==> src/rtl/irrigation_cycle_scheduler.sv <==
// Initiator side of the greenhouse sequencer handshake.
// Programs stage durations, raises seq_enable, waits for seq_done, releases enable
// for one cycle, optionally rests, then repeats. Faults on zero-duration config,
// a missing seq_done (watchdog) and simultaneous irrigation/ventilation.
module irrigation_cycle_scheduler #(
    parameter int unsigned MARGIN = 4,
    parameter int unsigned TICK_W = 16
) (
    input  logic              clk,
    input  logic              reset,
    input  logic              start,
    input  logic              abort,
    input  logic [7:0]        cfg_d1,
    input  logic [7:0]        cfg_d2,
    input  logic [7:0]        cfg_d3,
    input  logic [7:0]        cfg_rest,
    input  logic [3:0]        cfg_repeat,
    input  logic              seq_done,
    input  logic              seq_irrigation,
    input  logic              seq_ventilation,
    output logic              seq_enable,
    output logic [7:0]        seq_d1,
    output logic [7:0]        seq_d2,
    output logic [7:0]        seq_d3,
    output logic              busy,
    output logic [3:0]        cycles_done,
    output logic              sched_done,
    output logic              fault,
    output logic [1:0]        fault_code,
    output logic [TICK_W-1:0] irr_ticks,
    output logic [TICK_W-1:0] vent_ticks
);

    typedef enum logic [2:0] {
        StIdle,
        StRun,
        StRelease,
        StRest,
        StFault
    } state_e;

    localparam logic [1:0] FcNone    = 2'b00;
    localparam logic [1:0] FcCfg     = 2'b01;
    localparam logic [1:0] FcTimeout = 2'b10;
    localparam logic [1:0] FcProto   = 2'b11;

    localparam logic [TICK_W-1:0] TickMax = {TICK_W{1'b1}};

    state_e      state_q, state_d;
    logic        seq_enable_q;
    logic [7:0]  d1_q, d2_q, d3_q;
    logic [7:0]  rest_q;
    logic [3:0]  repeat_q;
    logic [3:0]  cycles_done_q, cycles_done_d;
    logic        sched_done_q, sched_done_d;
    logic [1:0]  fault_code_q, fault_code_d;
    logic [9:0]  wd_q, wd_d;
    logic [7:0]  rest_cnt_q, rest_cnt_d;
    logic [TICK_W-1:0] irr_q, vent_q;

    logic        load_cfg;
    logic        overlap;
    logic        cfg_zero;
    logic        counting;
    logic [9:0]  budget;
    logic [9:0]  wd_inc;
    logic        timeout;

    // Watchdog budget: sum of latched durations plus slack; 10 bits cannot overflow.
    always_comb begin
        budget = {2'b00, d1_q} + {2'b00, d2_q} + {2'b00, d3_q} + 10'(MARGIN);
    end

    // wd_q holds RUN cycles already completed; wd_inc includes the current one,
    // so the timeout fires in the budget-th RUN cycle.
    always_comb begin
        wd_inc   = wd_q + 10'd1;
        timeout  = (wd_inc == budget);
        overlap  = seq_irrigation & seq_ventilation;
        cfg_zero = (cfg_d1 == 8'd0) | (cfg_d2 == 8'd0) | (cfg_d3 == 8'd0);
        counting = (state_q == StRun) | (state_q == StRelease) | (state_q == StRest);
    end

    // Next-state logic; per-state priority is abort, overlap fault, done, watchdog.
    always_comb begin
        state_d       = state_q;
        fault_code_d  = fault_code_q;
        cycles_done_d = cycles_done_q;
        sched_done_d  = 1'b0;
        wd_d          = wd_q;
        rest_cnt_d    = rest_cnt_q;
        load_cfg      = 1'b0;

        case (state_q)
            StIdle: begin
                if (start && !abort) begin
                    if (cfg_zero) begin
                        state_d      = StFault;
                        fault_code_d = FcCfg;
                    end else begin
                        load_cfg      = 1'b1;
                        cycles_done_d = 4'd0;
                        wd_d          = 10'd0;
                        state_d       = StRun;
                    end
                end
            end

            StRun: begin
                if (abort) begin
                    state_d = StIdle;
                end else if (overlap) begin
                    state_d      = StFault;
                    fault_code_d = FcProto;
                end else if (seq_done) begin
                    cycles_done_d = cycles_done_q + 4'd1;
                    state_d       = StRelease;
                end else if (timeout) begin
                    state_d      = StFault;
                    fault_code_d = FcTimeout;
                end else begin
                    wd_d = wd_inc;
                end
            end

            StRelease: begin
                if (abort) begin
                    state_d = StIdle;
                end else if (overlap) begin
                    state_d      = StFault;
                    fault_code_d = FcProto;
                end else if ((repeat_q != 4'd0) && (cycles_done_q == repeat_q)) begin
                    state_d      = StIdle;
                    sched_done_d = 1'b1;
                end else if (rest_q == 8'd0) begin
                    state_d = StRun;
                    wd_d    = 10'd0;
                end else begin
                    state_d    = StRest;
                    rest_cnt_d = 8'd0;
                end
            end

            StRest: begin
                if (abort) begin
                    state_d = StIdle;
                end else if (overlap) begin
                    state_d      = StFault;
                    fault_code_d = FcProto;
                end else if ((rest_cnt_q + 8'd1) == rest_q) begin
                    state_d = StRun;
                    wd_d    = 10'd0;
                end else begin
                    rest_cnt_d = rest_cnt_q + 8'd1;
                end
            end

            StFault: begin
                // Acknowledge only: return to IDLE without launching.
                if (start) begin
                    state_d      = StIdle;
                    fault_code_d = FcNone;
                end
            end

            default: begin
                state_d = StIdle;
            end
        endcase
    end

    // State, handshake and bookkeeping registers.
    always_ff @(posedge clk or posedge reset) begin
        if (reset) begin
            state_q       <= StIdle;
            seq_enable_q  <= 1'b0;
            cycles_done_q <= 4'd0;
            sched_done_q  <= 1'b0;
            fault_code_q  <= FcNone;
            wd_q          <= 10'd0;
            rest_cnt_q    <= 8'd0;
        end else begin
            state_q       <= state_d;
            seq_enable_q  <= (state_d == StRun);
            cycles_done_q <= cycles_done_d;
            sched_done_q  <= sched_done_d;
            fault_code_q  <= fault_code_d;
            wd_q          <= wd_d;
            rest_cnt_q    <= rest_cnt_d;
        end
    end

    // Shadow configuration, loaded only on an accepted launch.
    always_ff @(posedge clk or posedge reset) begin
        if (reset) begin
            d1_q     <= 8'd0;
            d2_q     <= 8'd0;
            d3_q     <= 8'd0;
            rest_q   <= 8'd0;
            repeat_q <= 4'd0;
        end else if (load_cfg) begin
            d1_q     <= cfg_d1;
            d2_q     <= cfg_d2;
            d3_q     <= cfg_d3;
            rest_q   <= cfg_rest;
            repeat_q <= cfg_repeat;
        end
    end

    // Saturating activity counters, cleared on an accepted launch.
    always_ff @(posedge clk or posedge reset) begin
        if (reset) begin
            irr_q  <= '0;
            vent_q <= '0;
        end else if (load_cfg) begin
            irr_q  <= '0;
            vent_q <= '0;
        end else if (counting) begin
            if (seq_irrigation && (irr_q != TickMax)) begin
                irr_q <= irr_q + 1'b1;
            end
            if (seq_ventilation && (vent_q != TickMax)) begin
                vent_q <= vent_q + 1'b1;
            end
        end
    end

    // Output mapping.
    always_comb begin
        seq_enable  = seq_enable_q;
        seq_d1      = d1_q;
        seq_d2      = d2_q;
        seq_d3      = d3_q;
        busy        = counting;
        cycles_done = cycles_done_q;
        sched_done  = sched_done_q;
        fault       = (state_q == StFault);
        fault_code  = fault_code_q;
        irr_ticks   = irr_q;
        vent_ticks  = vent_q;
    end

endmodule

==> config.mk <==
export PLATFORM = sky130hd
export DESIGN_NAME = irrigation_cycle_scheduler
export DESIGN_NICKNAME = d
export VERILOG_FILES = /design/src/rtl/irrigation_cycle_scheduler.sv
export SDC_FILE = /design/constraint.sdc
export NUM_CORES = 1
export LEC_CHECK = 0
export ABC_AREA = 1
export ABC_CLOCK_PERIOD_IN_PS = 3800
export BUFFER_PORTS_ARGS = -buffer_cell sky130_fd_sc_hd__buf_2
export CORE_MARGIN = 10
export CORE_UTILIZATION = 45
export CTS_CLUSTER_DIAMETER = 40
export DETAILED_ROUTE_END_ITERATION = 6
export GPL_TIMING_DRIVEN = 0
export PLACE_DENSITY = 0.74
export SYNTH_ARGS = -nofsm -noshare
export SYNTH_HDL_FRONTEND = slang
export SYNTH_SLANG_ARGS = --single-unit
==> constraint.sdc <==
create_clock -name clk -period 3.8 [get_ports clk]
set_input_delay 0 -clock clk [delete_from_list [all_inputs] [get_ports clk]]
set_output_delay 0 -clock clk [all_outputs]
set_load 0.1 [all_outputs]
==> results.ini <==
[status]
run_status=completed

[hold_path]
min_from=abort
hp-class=in2reg
whs_endpoint=state_q[2]
hold_depth=4

[layout]
design_area_um2=7660
final_common_cell=nand2_1
final_net_count=1083
drive_gt1_share_pct=15.8
syn_to_final_growth_pct=23.6
layout_common_cells=nand2_1 (234), inv_1 (138), buf_2 (112)

[worst_setup_path]
arrival_ps=3600
endpoint_kind=flip-flop
r2r_slack_ps=450
r2r_end=wd_q[5]
reg2reg_depth=20
start_kind=flip-flop
critPathMaxFanout=10
reg2reg_from=seq_d2[1]
cp.required_ps=4050
path_class=reg2reg

[placement]
placed_cell_area_um2=6990
io_buffers=108
dp_hpwl_mm=12.9
dp_slack_ps=457
place_congestion=0.892

[sta]
maxSlewHeadroom_pct=46.1
post-route-worst-setup-slack_ps=452
tns_ps=0
slew_violations=0
worst_pin_slew_ps=800
holdWs_ps=42.9
fin_crit_ps=3350
max_freq_mhz=299
finalHoldViolCount=0
clock-skew-final_ps=6.74
rsz0062_at_grt=no
setup_violations=0
post-route-period-util_pct=88.1

[floorplan]
start_util_pct=46.4
die_w_um=137
die-area_um2=18900
rows=42
core_um2=13300
fp.dieH_um=137
top_level_ports=109

[cts]
clock_latency_ps=350
cts_made_buffers=9
cts_sinks=97
path_clk_slew_ps=70
htreeDepth=3
clock_path_buffers=2
cts_resized=0
clockRootBuffer=clkbuf_16
cts_tree=done

[logic_synthesis]
ys_ff_latch=97
synth_area_per_cell_um2=7.26
seq_area_frac_synth_pct=39.2
netlist_instances=854
syn_area_um2=6200
yosys-top-cells-area=dfrtp_1 (39%), nand2_1 (14%), inv_1 (8.4%)
yosysUniqueCellTypes=42
yosys_warnings=0
synth_top_area_share_pct=39.2
synth.largest_area_cell=dfrtp_1
synth.net_count=925

[grt]
overflow=0
grt_use_total_pct=19.2
grt_pass1_wl_mm=29.4
grt_pass1_vias=6044
grt_max_degree=64
antenna_found_initial=1

[power_and_ir_drop]
power.total_mw=6.97
powerDensity_nw_per_um2=909
leakagePower_nw=3.99
vdd_drop_max_mv=0.573

[routing]
drt-total-wl_mm=17.5
vias=6068
drc_errors=0
drt-initial-drc-count=396
postRouteAntennaNets=0
first_pass_iters=5
viasPerCell=5.09
routedWlPerCell_um=14.7

[job]
drv_cap=0

metal layers:
metal / vias to the layer above / share of wire [%] / GRT usage, %
li1: 3036 / - / -
met1: 2785 / 45 / 24.7
met2: 200 / 46 / 30.3
met3: 47 / 5.9 / 3.75
met4: 0 / 3.3 / 9.31
met5: - / 0 / 0
cells in the mapped netlist, drive strengths merged:
cell and n:
o21bai 1, o31ai 4, a22oi 1, inv 143, ha 19, o21ai 70
nor2 80, clkbuf 4, nor4 4, a21oi 25, xnor2 3, a211oi 1
mux2 1, or2 3, nand3 68, o211ai 1, a31oi 1, buf 12
nand3b 5, fa 9, xor2 20, o221ai 1, nor3 17, nand2 241
clkinv 1, dfrtp 97, o21a 2, nand4 20
flip-flops by register name (all words and copies together), names as in the netlist, 8 cells and up:
name / flops
irr_ticks: 16
wd_q: 10
rest_q: 8
seq_d1: 8
seq_d2: 8
seq_d3: 8
vent_ticks: 16
rest_cnt_q: 8
worst max-delay path, stage by stage (launching register included):
cell and delay (ps):
dfrtp_1 450, fa_1 400, inv_1 70, fa_1 400, inv_1 70, ha_1 170, inv_1 60, fa_1 390
inv_1 90, nand3_1 90, nand2_1 80, nand2_1 50, nand2_1 80, inv_1 50, a21oi_1 110, nand2_1 60
nor2_1 140, nand4_1 120, buf_2 210, nand3_1 110, nand2_1 50
worst max-delay path by stage:
stage,from,endpoint,slack [ps],cells after the start
2_1_floorplan,seq_d1[3],wd_q[1],230,19
3_3_place_gp,reset,rest_cnt_q[7],-6,2
3_5_place_dp,seq_d2[1],wd_q[0],460,20
4_1_cts,seq_d2[1],wd_q[6],450,20
5_1_grt,seq_d2[1],wd_q[6],110,20
6_report,seq_d2[1],wd_q[5],450,20
per-stage QoR:
stage,utilization (%),std cells
final,57.4,1193
after global routing,57.4,1193
after CTS,57.4,1192
after detailed placement,52.4,1139
after global placement,52.1,1138
after floorplan,-,854
repair_timing:
item                      CTS  global route
hold endpoints to repair   72             0
setup buffers               0             0
hold buffers               38             0
power by group:
| group | internal, mW | switching [mW] |
|---|---|---|
| registers | 1.29 | 0.240 |
| clock network | 0.527 | 0.399 |
| logic | 1.24 | 3.27 |
| total | 3.05 | 3.91 |
layout make-up:
cell class | count | area (um^2)
multi-input cells | 597 | 3110
inverters | 144 | 547
repair buffers | 147 | 948
fillers | 1253 | 5690
diodes | 1 | 2.50
plain buffers | 16 | 115
clock buffers | 13 | 250
clock inverters | 2 | 38.8
well taps | 176 | 220
flip-flops and latches | 97 | 2430
cell families (layout without fill, tap and decap cells):
kind of cell	count (synthesis)	after routing	share of synthesized area, %
simple gates	438	438	30.4
buf+inv	160	322	10.6
compound gates	107	107	9.61
flops	97	97	39.2
fa+ha+maj	28	28	6.74
xor+xnor	23	23	3.25
mux	1	1	0.182
other cells	0	1	0
Note: power is estimated with default switching activity, not from simulation.
